==> config.mk <==
export PLATFORM = sky130hd
export DESIGN_NAME = alu_op_sequencer
export DESIGN_NICKNAME = d
export VERILOG_FILES = /design/src/rtl/alu_op_sequencer_pkg.sv /design/src/rtl/alu_op_sequencer_settle_timer.sv /design/src/rtl/alu_op_sequencer.sv
export SDC_FILE = /design/constraint.sdc
export NUM_CORES = 1
export LEC_CHECK = 0
export ABC_AREA = 1
export ABC_CLOCK_PERIOD_IN_PS = 1550
export BUFFER_PORTS_ARGS = -buffer_cell sky130_fd_sc_hd__buf_2
export CORE_UTILIZATION = 47
export CTS_BUF_LIST = sky130_fd_sc_hd__clkbuf_4
export DETAILED_ROUTE_END_ITERATION = 6
export PLACE_DENSITY = 0.85
export SYNTH_ARGS = -nofsm -noshare
export SYNTH_HDL_FRONTEND = slang
export SYNTH_HIERARCHICAL = 1
export SYNTH_SLANG_ARGS = --single-unit
==> constraint.sdc <==
create_clock -name clk -period 1.55 [get_ports clk]
set_input_delay 0.31 -clock clk [delete_from_list [all_inputs] [get_ports clk]]
set_output_delay 0.31 -clock clk [all_outputs]
set_load 0.1 [all_outputs]
==> src/rtl/alu_op_sequencer_pkg.sv <==
// alu_defs: shared ALU width defaults and sequencer state encodings
package alu_defs;
  localparam int N_DEF = 6;
  localparam int CMD_W = 4;
  localparam logic [1:0] ST_IDLE = 2'd0;
  localparam logic [1:0] ST_SETTLE = 2'd1;
  localparam logic [1:0] ST_RESULT = 2'd2;
endpackage

==> src/rtl/alu_op_sequencer_settle_timer.sv <==
// settle_timer: 4-bit down-counter; load has priority, dec stops at zero, zero flags cnt==0
module settle_timer (
  input  logic       clk,
  input  logic       rst,
  input  logic       load,
  input  logic       dec,
  input  logic [3:0] load_val,
  output logic       zero
);
  logic [3:0] cnt;
  always_ff @(posedge clk or posedge rst)
    if (rst) cnt <= '0;
    else if (load) cnt <= load_val;
    else if (dec && cnt != 4'd0) cnt <= cnt - 4'd1;
  assign zero = cnt == 4'd0;
endmodule

==> src/rtl/alu_op_sequencer.sv <==
// alu_op_sequencer: issues one op to an external ALU (in_* -> alu_*), waits SETTLE edges, captures alu_z into out_* with valid/ready handshakes and counts completions in op_count
module alu_op_sequencer #(
  parameter int N = alu_defs::N_DEF,
  parameter int CMD_W = alu_defs::CMD_W,
  parameter int SETTLE = 1
) (
  input  logic             clk,
  input  logic             rst,
  input  logic             in_valid,
  output logic             in_ready,
  input  logic [N-1:0]     in_a,
  input  logic [N-1:0]     in_b,
  input  logic [CMD_W-1:0] in_cmd,
  output logic [N-1:0]     alu_a,
  output logic [N-1:0]     alu_b,
  output logic [CMD_W-1:0] alu_cmd,
  input  logic [N-1:0]     alu_z,
  output logic             out_valid,
  input  logic             out_ready,
  output logic [N-1:0]     out_z,
  output logic [CMD_W-1:0] out_cmd,
  output logic             out_zero,
  output logic [7:0]       op_count
);
  import alu_defs::*;
  logic [1:0] state;
  logic accept, settled;
  assign in_ready = state == ST_IDLE;
  assign accept = in_ready && in_valid;
  settle_timer u_timer (
    .clk(clk),
    .rst(rst),
    .load(accept),
    .dec(state == ST_SETTLE),
    .load_val(4'(SETTLE - 1)),
    .zero(settled)
  );
  always_ff @(posedge clk or posedge rst)
    if (rst) begin
      state <= ST_IDLE;
      alu_a <= '0;
      alu_b <= '0;
      alu_cmd <= '0;
      out_z <= '0;
      out_cmd <= '0;
      out_zero <= 1'b0;
      out_valid <= 1'b0;
      op_count <= '0;
    end else if (accept) begin
      alu_a <= in_a;
      alu_b <= in_b;
      alu_cmd <= in_cmd;
      state <= ST_SETTLE;
    end else if (state == ST_SETTLE && settled) begin
      out_z <= alu_z;
      out_cmd <= alu_cmd;
      out_zero <= alu_z == '0;
      out_valid <= 1'b1;
      state <= ST_RESULT;
    end else if (state == ST_RESULT && out_ready) begin
      out_valid <= 1'b0;
      op_count <= op_count + 8'd1;
      state <= ST_IDLE;
    end
endmodule
==> impl_metrics.yaml <==
synth:
  synth.distinct_cells: 21
  synth_seq_area_share_pct: 56.53
  postSynthCellCount: 227
  synth_area_per_cell_um2: 8.191
  synth_seq_cells: 42
  syn_area_um2: 1859
  synth_warnings: 6
clock_tree:
  cts_max_level: 2
  cts_setup_buffers: 0
  cts_buffer_depth: 2
  numCtsBuffers: 5
  root_buffer: "clkbuf_4"
  cts_num_sinks: 42
  cts_tree: "built"
  clock_latency_ns: 0.34
  clk_pin_slew_ns: 0.12
routing:
  viasPerCell: 4.623
  antenna_left: 0
  vias: 1632
  drt-pass1-iter-count: 6
  wirelength_mm: 3.804
  wl_per_cell_um: 10.78
  drt_iter0_drc: 81
  drc: 0
finish:
  drive_above_1_share_pct: 31.15
  syn2layout_area_growth_pct: 28.74
  finalNonFillerCells: 353
  diodes: 0
  finish.instance_area_um2: 2394
  nets: 332
global_routing:
  grt_max_degree: 28
  grt_pass1_wl_mm: 6.658
  grt-ovfl-total: 0
  grtUsageTotal_pct: 20.76
  first_global_vias: 1594
  antenna_found_initial: 0
pwr:
  finalPower_mw: 1.673
  pwr_density_cell_nw_per_um2: 699.2
  ir_drop_mv: 0.4702
  p_leak_nw: 1.369
worst_setup_path:
  cp_slowest_cell: "buf_2"
  path_max_fanout: 4
  cpPeakStageDelay_ns: 0.43
  end_kind: "output port"
  arrival_ns: 1.17
  cp-start-kind: "flip-flop"
  crit_type: "reg2out"
  cp_cell_sequence: "buf_2"
  path_buf_inv: 1
  crit_required_ns: 1.24
  cp_top_family: "buffers and inverters"
timing:
  finClkSkew_ns: 0.003676
  hold_viol: 0
  slew_violations: 0
  rsz0062_at_grt: "no"
  setup_viol: 0
  finalCritPeriodShare_pct: 95.51
  hold-worst-slack_ns: 0.1524
  post-route-min-period_ns: 1.480
  fmax_ghz: 0.6755
run:
  drv_cap: 0
place:
  placed_area_um2: 2312
  port_buffers: 62
  dpl.cell_count: 344
  dp_hpwl_mm: 2.932
  gp_congestion: 0.8371
die:
  die_h_um: 64.90
  rows: 22
  die_w_um: 64.90
  ioPinCount: 63
  dieArea_um2: 4211
  start_util_pct: 50.03
  core_um2: 3716
min_path:
  hold_class: "in2reg"
status:
  status: "complete, no violations"
==> stage by stage <==
stage | util, % | setup WS, ns | setup TNS (ns)
after global routing | 64.41 | 0.003207 | 0
after global placement | 62.22 | 0.2094 | 0
after CTS | 63.94 | 0.01242 | 0
final | 64.41 | 0.06956 | 0
after floorplan | - | -0.1604 | -0.6242
after detailed placement | 62.22 | 0.1797 | 0
==> cell families after synthesis <==
group                    synth area share, %
adder cells (fa/ha/maj)                1.346
XOR/XNOR                               1.885
AO/OA/AOI/OAI                          2.961
AND/OR/NAND/NOR                        30.82
flip-flops                             56.53
buffers and inverters                  6.258
other                                 0.2017
==> area by class of cell <==
cell class,count,area (um2)
multi-input combinational,160,713.2
inverter,23,91.34
sequential,42,1060
clock inverter,3,16.27
tap,48,60.06
fill,332,1323
clock buffer,5,37.54
timing repair buffer,72,415.4
==> cell usage in the layout, fill, tap and decap left out, drive strengths merged, types with 4 or more instances in the layout <==
cell type	n
nor2	14
conb	4
nand3	16
nand2	106
clkbuf	10
buf	66
inv	22
o21ai	9
dfrtp	42
==> per-layer routing <==
| metal | GRT usage, % | routed length, um | share of wire, % | up-vias |
|---|---|---|---|---|
| met4 | 6.944 | 43 | 1.1 | 0 |
| met2 | 33.85 | 1795 | 47 | 45 |
| met5 | 0 | 0 | 0 | - |
| met3 | 6.162 | 180 | 4.7 | 4 |
| li1 | - | - | - | 842 |
| met1 | 26.15 | 1785 | 47 | 741 |
==> registers in the layout, indices dropped and copies added, names as in the netlist <==
name,flops
alu_cmd,4
u_timer/cnt,4
out_zero,1
alu_a,6
state,2
op_count,8
alu_b,6
out_z,6
out_valid,1
out_cmd,4
==> what timing repair did <==
item | in CTS | in global routing
endpoints found under the setup margin | 0 | 7
hold endpoints to repair | 15 | 0
hold buffers | 1 | 0
gates resized for setup | 0 | 8
==> final timing paths <==
path | to | depth (start not counted) | slack (ns) | start
max in group asynchronous | state[0]$_DFFE_PP0P_ | 4 | 0.67 | rst
min in group asynchronous | u_timer/cnt[1]$_DFFE_PP0P_ | 3 | 0.41 | rst
max | op_count[0] | 1 | 0.07 | op_count[0]$_DFFE_PP0P_
min | alu_a[5]$_DFFE_PP0N_ | 3 | 0.15 | in_a[5]
min reg2reg | out_z[0]$_DFFE_PP0P_ | 2 | 0.49 | out_z[0]$_DFFE_PP0P_
max reg2reg | out_z[4]$_DFFE_PP0P_ | 8 | 0.15 | u_timer/cnt[0]$_DFFE_PP0P_
==> synth_stat cells, drive strengths merged <==
library cell | number | area [um2]
a21oi | 2 | 10.01
buf | 5 | 30.02
clkinv | 1 | 3.750
conb | 1 | 3.750
dfrtp | 42 | 1051
ha | 2 | 25.02
inv | 22 | 82.58
nand2 | 106 | 412.9
nand3 | 16 | 85.08
nand3b | 2 | 15.01
nor2 | 14 | 55.06
nor3 | 1 | 5.000
o21ai | 9 | 45.04
xnor2 | 1 | 8.760
xor2 | 3 | 26.28
==> report_power, final <==
part | internal [mW] | total, mW | switching [mW]
clock network | 0.169 | 0.500 | 0.331
registers | 1.10 | 1.10 | 0.000546
logic | 0.0298 | 0.0764 | 0.0465
==> worst min-delay path, delay by kind of cell <==
kind	cells	cell delay, ns
AND/OR/NAND/NOR	2	0.08
buffers and inverters	1	0.07
Note: power is estimated with default switching activity, not from simulation.
